**src/rtl/pipe_slice_if.sv**
```systemverilog
// Valid/ready stream bundle for pipe_slice: upstream side, downstream side, flush and debug occupancy.
// The slice takes the slave view; whatever drives and consumes the stream takes the master view.
interface pipe_slice_if #(
  parameter int DATA_WIDTH = 32
);
  logic                  flush;
  logic [DATA_WIDTH-1:0] in_data;
  logic                  in_valid;
  logic                  in_ready;
  logic [DATA_WIDTH-1:0] out_data;
  logic                  out_valid;
  logic                  out_ready;
  logic [1:0]            occupancy;

  modport master (
    output flush, in_data, in_valid, out_ready,
    input  in_ready, out_data, out_valid, occupancy
  );

  modport slave (
    input  flush, in_data, in_valid, out_ready,
    output in_ready, out_data, out_valid, occupancy
  );
endinterface

```
**src/rtl/pipe_slice.sv**
```systemverilog
// Valid/ready pipeline slice: MODE 0 bypass, MODE 1 forward register, MODE 2 two-entry skid buffer.
// Used to cut timing paths on streaming interfaces; flush drains held entries, occupancy is for debug.
module pipe_slice #(
  parameter int DATA_WIDTH = 32,
  parameter int MODE       = 2
) (
  input logic         clk,
  input logic         rst,
  pipe_slice_if.slave bus
);

  if (MODE < 0 || MODE > 2) begin : g_bad_mode
    $error("pipe_slice: MODE must be 0, 1 or 2");
  end

  if (MODE == 0) begin : g_bypass
    logic w_unused;
    assign w_unused      = &{1'b0, clk, rst, bus.flush};
    assign bus.out_data  = bus.in_data;
    assign bus.out_valid = bus.in_valid;
    assign bus.in_ready  = bus.out_ready;
    assign bus.occupancy = 2'd0;
  end

  if (MODE == 1) begin : g_fwd
    logic                  r_main_valid;
    logic [DATA_WIDTH-1:0] r_main_data;
    logic                  w_in_ready;
    logic                  w_in_xfer;
    logic                  w_out_xfer;

    assign w_in_ready = !r_main_valid || bus.out_ready;
    assign w_in_xfer  = bus.in_valid && w_in_ready;
    assign w_out_xfer = r_main_valid && bus.out_ready;

    always_ff @(posedge clk or posedge rst) begin
      if (rst) begin
        r_main_valid <= 1'b0;
      end else if (bus.flush) begin
        r_main_valid <= 1'b0;
      end else if (w_in_xfer) begin
        r_main_valid <= 1'b1;
      end else if (w_out_xfer) begin
        r_main_valid <= 1'b0;
      end
    end

    always_ff @(posedge clk or posedge rst) begin
      if (rst) begin
        r_main_data <= '0;
      end else if (w_in_xfer && !bus.flush) begin
        r_main_data <= bus.in_data;
      end
    end

    assign bus.in_ready  = w_in_ready;
    assign bus.out_valid = r_main_valid;
    assign bus.out_data  = r_main_data;
    assign bus.occupancy = {1'b0, r_main_valid};
  end

  if (MODE == 2) begin : g_skid
    typedef enum logic [1:0] {
      S_EMPTY = 2'd0,
      S_ONE   = 2'd1,
      S_FULL  = 2'd2
    } state_t;

    state_t                r_state;
    state_t                w_next;
    logic                  r_in_ready;
    logic [DATA_WIDTH-1:0] r_main_data;
    logic [DATA_WIDTH-1:0] r_skid_data;
    logic                  w_main_valid;
    logic [1:0]            w_occ;
    logic                  w_in_xfer;
    logic                  w_out_xfer;
    logic                  w_load_main_in;
    logic                  w_load_main_skid;
    logic                  w_load_skid;

    assign w_in_xfer  = bus.in_valid && r_in_ready;
    assign w_out_xfer = w_main_valid && bus.out_ready;

    // in_ready is registered from the next state so out_ready never reaches it combinationally
    always_ff @(posedge clk or posedge rst) begin
      if (rst) begin
        r_state    <= S_EMPTY;
        r_in_ready <= 1'b1;
      end else begin
        r_state    <= w_next;
        r_in_ready <= (w_next != S_FULL);
      end
    end

    always_comb begin
      w_next           = r_state;
      w_load_main_in   = 1'b0;
      w_load_main_skid = 1'b0;
      w_load_skid      = 1'b0;
      if (bus.flush) begin
        w_next = S_EMPTY;
      end else begin
        unique case (r_state)
          S_EMPTY: begin
            if (w_in_xfer) begin
              w_next         = S_ONE;
              w_load_main_in = 1'b1;
            end
          end
          S_ONE: begin
            if (w_in_xfer && w_out_xfer) begin
              w_load_main_in = 1'b1;
            end else if (w_in_xfer) begin
              w_next      = S_FULL;
              w_load_skid = 1'b1;
            end else if (w_out_xfer) begin
              w_next = S_EMPTY;
            end
          end
          S_FULL: begin
            if (w_out_xfer) begin
              w_next           = S_ONE;
              w_load_main_skid = 1'b1;
            end
          end
          default: w_next = S_EMPTY;
        endcase
      end
    end

    always_comb begin
      w_main_valid = 1'b0;
      w_occ        = 2'd0;
      unique case (r_state)
        S_ONE: begin
          w_main_valid = 1'b1;
          w_occ        = 2'd1;
        end
        S_FULL: begin
          w_main_valid = 1'b1;
          w_occ        = 2'd2;
        end
        default: begin
          w_main_valid = 1'b0;
          w_occ        = 2'd0;
        end
      endcase
    end

    // skid always holds the newer word, so it refills main when main drains
    always_ff @(posedge clk or posedge rst) begin
      if (rst) begin
        r_main_data <= '0;
        r_skid_data <= '0;
      end else begin
        if (w_load_main_in) begin
          r_main_data <= bus.in_data;
        end else if (w_load_main_skid) begin
          r_main_data <= r_skid_data;
        end
        if (w_load_skid) begin
          r_skid_data <= bus.in_data;
        end
      end
    end

    assign bus.in_ready  = r_in_ready;
    assign bus.out_valid = w_main_valid;
    assign bus.out_data  = r_main_data;
    assign bus.occupancy = w_occ;
  end

endmodule

```
**src/flat_wrapper.sv**
```systemverilog
// flat-port wrapper written by rule: the top's interface ports become plain ports
module pipe_slice_flat 
#(
  parameter int DATA_WIDTH = 32,
  parameter int MODE       = 2
)
  (clk, rst, bus_flush, bus_in_data, bus_in_valid, bus_out_ready, bus_in_ready, bus_out_data, bus_out_valid, bus_occupancy);
  pipe_slice_if #(.DATA_WIDTH(DATA_WIDTH)) bus_i ();
  input logic clk;
  input logic rst;
  input wire logic [$bits(bus_i.flush)-1:0] bus_flush;
  input wire logic [$bits(bus_i.in_data)-1:0] bus_in_data;
  input wire logic [$bits(bus_i.in_valid)-1:0] bus_in_valid;
  input wire logic [$bits(bus_i.out_ready)-1:0] bus_out_ready;
  output wire logic [$bits(bus_i.in_ready)-1:0] bus_in_ready;
  output wire logic [$bits(bus_i.out_data)-1:0] bus_out_data;
  output wire logic [$bits(bus_i.out_valid)-1:0] bus_out_valid;
  output wire logic [$bits(bus_i.occupancy)-1:0] bus_occupancy;
  assign bus_i.flush = bus_flush;
  assign bus_i.in_data = bus_in_data;
  assign bus_i.in_valid = bus_in_valid;
  assign bus_i.out_ready = bus_out_ready;
  assign bus_in_ready = bus_i.in_ready;
  assign bus_out_data = bus_i.out_data;
  assign bus_out_valid = bus_i.out_valid;
  assign bus_occupancy = bus_i.occupancy;
  pipe_slice #(.DATA_WIDTH(DATA_WIDTH), .MODE(MODE)) u_core (.clk(clk), .rst(rst), .bus(bus_i));
endmodule
```
**config.mk**
```make
export PLATFORM = sky130hd
export DESIGN_NAME = pipe_slice_flat
export DESIGN_NICKNAME = d
export VERILOG_FILES = /design/src/rtl/pipe_slice_if.sv /design/src/rtl/pipe_slice.sv /design/src/flat_wrapper.sv
export SDC_FILE = /design/constraint.sdc
export NUM_CORES = 1
export LEC_CHECK = 0
export BUFFER_PORTS_ARGS = -buffer_cell sky130_fd_sc_hd__buf_2
export CAP_MARGIN = 20
export CORE_MARGIN = 4
export CORE_UTILIZATION = 56
export DETAILED_ROUTE_END_ITERATION = 6
export PLACE_DENSITY = 0.84
export SLEW_MARGIN = 20
export SYNTH_ARGS = -nofsm -noshare
export SYNTH_HDL_FRONTEND = slang
export SYNTH_SLANG_ARGS = --single-unit
```
**constraint.sdc**
```tcl
create_clock -name clk -period 4.4 [get_ports clk]
set_input_delay 0.22 -clock clk [delete_from_list [all_inputs] [get_ports clk]]
set_output_delay 0.22 -clock clk [all_outputs]
set_load 0.005 [all_outputs]
```
# Word-level counts from Yosys, hierarchy flattened
# Cells that the tools add are included.
dict set report classes {
  n_eq_ne 3
  n_mux 21
  n_reduce_logical 6
}
# op n
set ops {}
lappend ops {{$mux 32} 2}
lappend ops {{$mux 2} 6}
lappend ops {{$mux 1} 10}
lappend ops {{$pmux 2 s3} 1}
lappend ops {{$pmux 2 s2} 1}
lappend ops {{$logic_and 1x1->1} 3}
lappend ops {{$eq 2x1->1 const B} 1}
lappend ops {{$eq 2x2->1 const B} 1}
lappend ops {{$logic_not 2->1} 1}
lappend ops {{$ne 2x2->1 const B} 1}
lappend ops {{$pmux 1 s2} 1}
lappend ops {{$reduce_bool 2->1} 1}
lappend ops {{$reduce_or 2->1} 1}
dict set report totals {
  register_bits 67
  in_bits 37
  out_inout_bits 36
  word_cells 34
}

# Depth between registers and ports, before layout
dict set report logic_depth {
  word_depth 10
  mapped_depth 7
  ltp_nobuf 6
}

# Worst setup path after synthesis
# No wires, ideal clock.
dict set report synth_timing {
  kind {flip-flop to flip-flop}
  startpoint {register u_core.g_skid.r_state[0]}
  endpoint {register u_core.g_skid.r_main_data[0] (netlist: u_core.bus.out_data[0])}
  setup_time_ns 0.126
  t_arrival_ns 1.690
  required_time_ns 4.274
  slack_ns 2.584
  path_stages_with_launch 7
  n_path_buf 1
  period_less_slack_ns 1.816
  cell_sequence {dfrtp_1 > inv_1 > ha_1 > nand3_1 > a31o_2 > buf_6 > a221o_1}
}
dict set report synth_via {
  elab_chain_cells 9
  word_cells_on_any_way 15
  classes_between {eq/ne (2); mux (8); reduce/logical (5)}
}
# element line_no
set synth_rtl {}
lappend synth_rtl {{start, declared} pipe_slice.sv:69} ;# state_t r_state;
lappend synth_rtl {{start signal, assigned} pipe_slice.sv:91} ;# r_state <= w_next;
lappend synth_rtl {{$eq 2x1->1 / $eq 2x2->1 (equally long branches)} pipe_slice.sv:135} ;# unique case (r_state)
lappend synth_rtl {{$reduce_or 2->1 (no source line) (*)} -}
lappend synth_rtl {{$mux 1 (*)} pipe_slice.sv:135}
lappend synth_rtl {{named net bus_out_valid} flat_wrapper.sv:17} ;# output wire logic [$bits(bus_i.out_valid)-1:0] bus_out_valid;
lappend synth_rtl {{$logic_and 1x1->1 (*)} pipe_slice.sv:83} ;# assign w_out_xfer = w_main_valid && bus.out_ready;
lappend synth_rtl {{$logic_and 1x1->1} pipe_slice.sv:112} ;# if (w_in_xfer && w_out_xfer) begin
lappend synth_rtl {{$mux 1} pipe_slice.sv:112}
lappend synth_rtl {{$pmux 1 s2} pipe_slice.sv:104} ;# unique case (r_state)
lappend synth_rtl {{$mux 1} pipe_slice.sv:101} ;# if (bus.flush) begin
lappend synth_rtl {{$mux 32 / $reduce_bool 2->1 (equally long branches)} -}
lappend synth_rtl {{end signal, assigned} pipe_slice.sv:158} ;# r_main_data <= bus.in_data;
lappend synth_rtl {{end signal, assigned} pipe_slice.sv:160} ;# r_main_data <= r_skid_data;
lappend synth_rtl {{end, declared} pipe_slice.sv:72} ;# logic [DATA_WIDTH-1:0] r_main_data;
# The timed path passes the listed nets; every way through them passes the cells marked *.
# A chain may end at the register's enable or synchronous reset.

# Worst setup path in the final report
dict set report layout_timing {
  startpoint {register u_core.g_skid.r_state[0]}
  endpoint {register u_core.g_skid.r_skid_data[19]}
}
dict set report layout_via {
  elab_chain_cells 8
  word_cells_on_any_way 9
  classes_between {eq/ne (2); mux (4); reduce/logical (3)}
}
# element line_no
set layout_rtl {}
lappend layout_rtl {{$eq 2x1->1 / $eq 2x2->1 (equally long branches)} {pipe_slice.sv:104, pipe_slice.sv:135}}
lappend layout_rtl {{$reduce_or 2->1 (no source line)} -}
lappend layout_rtl {{$mux 1} pipe_slice.sv:135}
lappend layout_rtl {{$logic_and 1x1->1} pipe_slice.sv:83}
lappend layout_rtl {{$logic_and 1x1->1} pipe_slice.sv:112}
lappend layout_rtl {{$mux 1} pipe_slice.sv:112}
lappend layout_rtl {{$mux 1 (*)} pipe_slice.sv:104}
lappend layout_rtl {{$mux 1 (*)} pipe_slice.sv:101}
lappend layout_rtl {{end signal, assigned} pipe_slice.sv:163} ;# r_skid_data <= bus.in_data;
lappend layout_rtl {{end, declared} pipe_slice.sv:73} ;# logic [DATA_WIDTH-1:0] r_skid_data;
# Mark *: on every way between the ends. The rest lies on a longest branch, timed or not.

==> flow_summary.json <==
{
  "start_util_pct": 59.5,
  "synth_edf_count": 0,
  "power_leakage_nw": 1.67,
  "cts.path.max_buffers": 2,
  "drtPass1Iterations": 4,
  "tns_ns": 0,
  "critPathLaunchType": "flip-flop",
  "cts_sinks": 67,
  "dr_total_vias": 2007,
  "cts_hold_buf": 0,
  "ys.flop_type": "dfrtp_1",
  "finalClockSkew_ns": 0.0109,
  "final-hold-violation-count": 0,
  "setup_viol": 0,
  "dpl-instance-area_sq_um": 3290,
  "drive_above_1_share_pct": 51.9,
  "grt_pass1_vias": 2022,
  "irDropWorstVdd_uv": 359,
  "yosysTopAreaCellShare_pct": 57.2,
  "wl_per_cell_microns": 16.5,
  "cp_max_fo": 32,
  "synth_common_cells": "dfrtp_1 (66), mux2_2 (32), a221o_1 (30), and2_2 (21), and2_1 (11)",
  "path_class": "flip-flop to flip-flop",
  "slew_viol_final": 0,
  "place.gp.congestion": 0.833,
  "fin_crit_ns": 2.45,
  "grt_pass1_wl_microns": 9690,
  "die_w_microns": 79.8,
  "tightestPinTransition_ns": 0.832,
  "netlist_area_sq_um": 2890,
  "path_clk_slew_ns": 0.07,
  "fin_cells": 354,
  "r2r-start": "u_core.g_skid.r_state[0]",
  "coreArea_sq_um": 4850,
  "drtIter0Drc": 169,
  "avgViaCountPerCell": 5.67,
  "end_kind": "flip-flop",
  "insertion_delay_ns": 0.33,
  "ant_nets": 0,
  "clockRootBuffer": "clkbuf_8",
  "syn_avg_cell_area_sq_um": 13.8,
  "rsz0062_at_grt": "false",
  "ys_ff_latch": 67,
  "synth.distinct_cells": 25,
  "synth_cells": 209,
  "numCtsBuffers": 9,
  "min_from": "bus_in_data[29]",
  "ctsResizeCount": 0,
  "yosys.area.top_type": "dfrtp_1",
  "async_flop_share_pct": 100,
  "grt_start_max_net_pins": 68,
  "ys_seq_area_share_pct": 58.2,
  "min_path_type": "input pin to flip-flop",
  "die_area_sq_um": 6360,
  "die_h_microns": 79.8,
  "yosysWarnings": 0,
  "post-dp-hpwl_microns": 3950,
  "whs_path_depth": 2,
  "reg2reg_depth": 5,
  "maxCapViolCount": 0,
  "n_antenna_cell": 0,
  "grtUsageTotal_pct": 20.2,
  "drc": 0,
  "fin_crit_sh_pct": 55.7,
  "cts_setup_buffers": 0,
  "syn_nets": 251,
  "cellPowerDensity_nw_per_um2": 552,
  "finalNetCount": 325,
  "min_to": "u_core.g_skid.r_skid_data[29]",
  "cp.arrival_ns": 2.66,
  "synth.most_common_cell": "dfrtp_1",
  "rows": 25,
  "grt_overflow": 0,
  "syn2layout_area_growth_pct": 19.7,
  "dp_cells": 339,
  "stdcell_area_sq_um": 3450,
  "cts_tree": "done",
  "routed_wl_microns": 5840,
  "status": "finished clean",
  "antenna_found_initial": 0,
  "netlist_top_cells_area": "dfrtp_1 (57%), mux2_2 (12%), a221o_1 (10%), and2_2 (5.5%), and2_1 (2.4%)",
  "timing.fmax_ghz": 0.408,
  "port_buffers": 72,
  "r2r_end": "u_core.g_skid.r_skid_data[19]",
  "slew_headroom_pct": 44.5,
  "cts.htree.levels": 3,
  "worstPathRequired_ns": 4.61,
  "r2r_setup_slack_ns": 1.95,
  "ioPinCount": 73
}
registers in the layout, summed over array words and instances, names as in the netlist:
name / flops
u_core.g_skid.r_state: 2
u_core.bus.out_data: 32
u_core.g_skid.r_skid_data: 32
u_core.bus.in_ready: 1
critical path: stages (launching register included):
cell	delay (ns)
dfrtp_1	0.43
inv_1	0.11
ha_1	0.37
nand2_1	0.20
nand3_2	0.67
mux2_2	0.54
power breakdown:
group | switching, mW | internal (mW)
registers | 0.135 | 0.864
logic | 0.185 | 0.296
clock network | 0.210 | 0.216
stage by stage:
stage / total power [mW] / setup WS, ns / utilization (%) / hold WS [ns]
3_3_place_gp: 1.46 / 2.09 / 67.9 / 0.463
3_5_place_dp: 1.50 / 1.97 / 67.9 / 0.467
2_1_floorplan: 1.30 / 2.50 / - / 0.293
5_1_grt: 2.04 / 1.77 / 71.2 / 0.103
6_report: 1.91 / 1.95 / 71.2 / 0.126
4_1_cts: 1.93 / 1.97 / 71.2 / 0.110
how the worst max path moves through the flow:
stage	endpoint	start	slack [ns]	cells past startpoint
2_1_floorplan	u_core.bus.out_data[0]	rst	2.50	1
3_3_place_gp	u_core.g_skid.r_skid_data[7]	u_core.g_skid.r_state[0]	2.09	5
3_5_place_dp	u_core.g_skid.r_skid_data[19]	u_core.g_skid.r_state[0]	1.97	5
4_1_cts	u_core.g_skid.r_skid_data[19]	u_core.g_skid.r_state[0]	1.97	5
5_1_grt	u_core.g_skid.r_skid_data[7]	u_core.g_skid.r_state[0]	1.77	5
6_report	u_core.g_skid.r_skid_data[19]	u_core.g_skid.r_state[0]	1.95	5
cell type report:
type,instances,area [sq um]
Clock buffer,13,149
Clock inverter,2,12.5
Fill cell,338,1400
Inverter,3,11.3
Multi-Input combinational cell,127,1140
Sequential cell,67,1680
Tap cell,67,83.8
Timing Repair Buffer,75,383
logic make-up after synthesis:
logic type	count (synthesis)	synth area share, %
XOR/XNOR	1	0.304
AND/OR/NAND/NOR	48	10.5
flip-flops	67	58.2
buffers and inverters	15	2.99
adder cells (fa/ha/maj)	5	2.17
AO/OA/AOI/OAI	41	13.4
multiplexers	32	12.5
routing by layer:
metal	up-vias	GRT usage (%)	share of wire [%]
li1	932	-	-
met1	986	25.7	43
met2	80	31.4	47
met3	9	8.01	8.4
met4	0	7.26	1.2
met5	-	0	0
layout by cell type (no fill, tap or decap), types with 4 or more instances in the layout:
| cell | netlist | final |
|---|---|---|
| ha_1 | 5 | 5 |
| dfrtp_1 | 66 | 66 |
| nand3_1 | 5 | 4 |
| and2_1 | 11 | 11 |
| buf_2 | 6 | 72 |
| mux2_2 | 32 | 32 |
| a221o_1 | 30 | 30 |
| and2_2 | 21 | 21 |
| clkbuf_8 | 0 | 10 |
No activity file was read; power rests on OpenSTA's default activity.
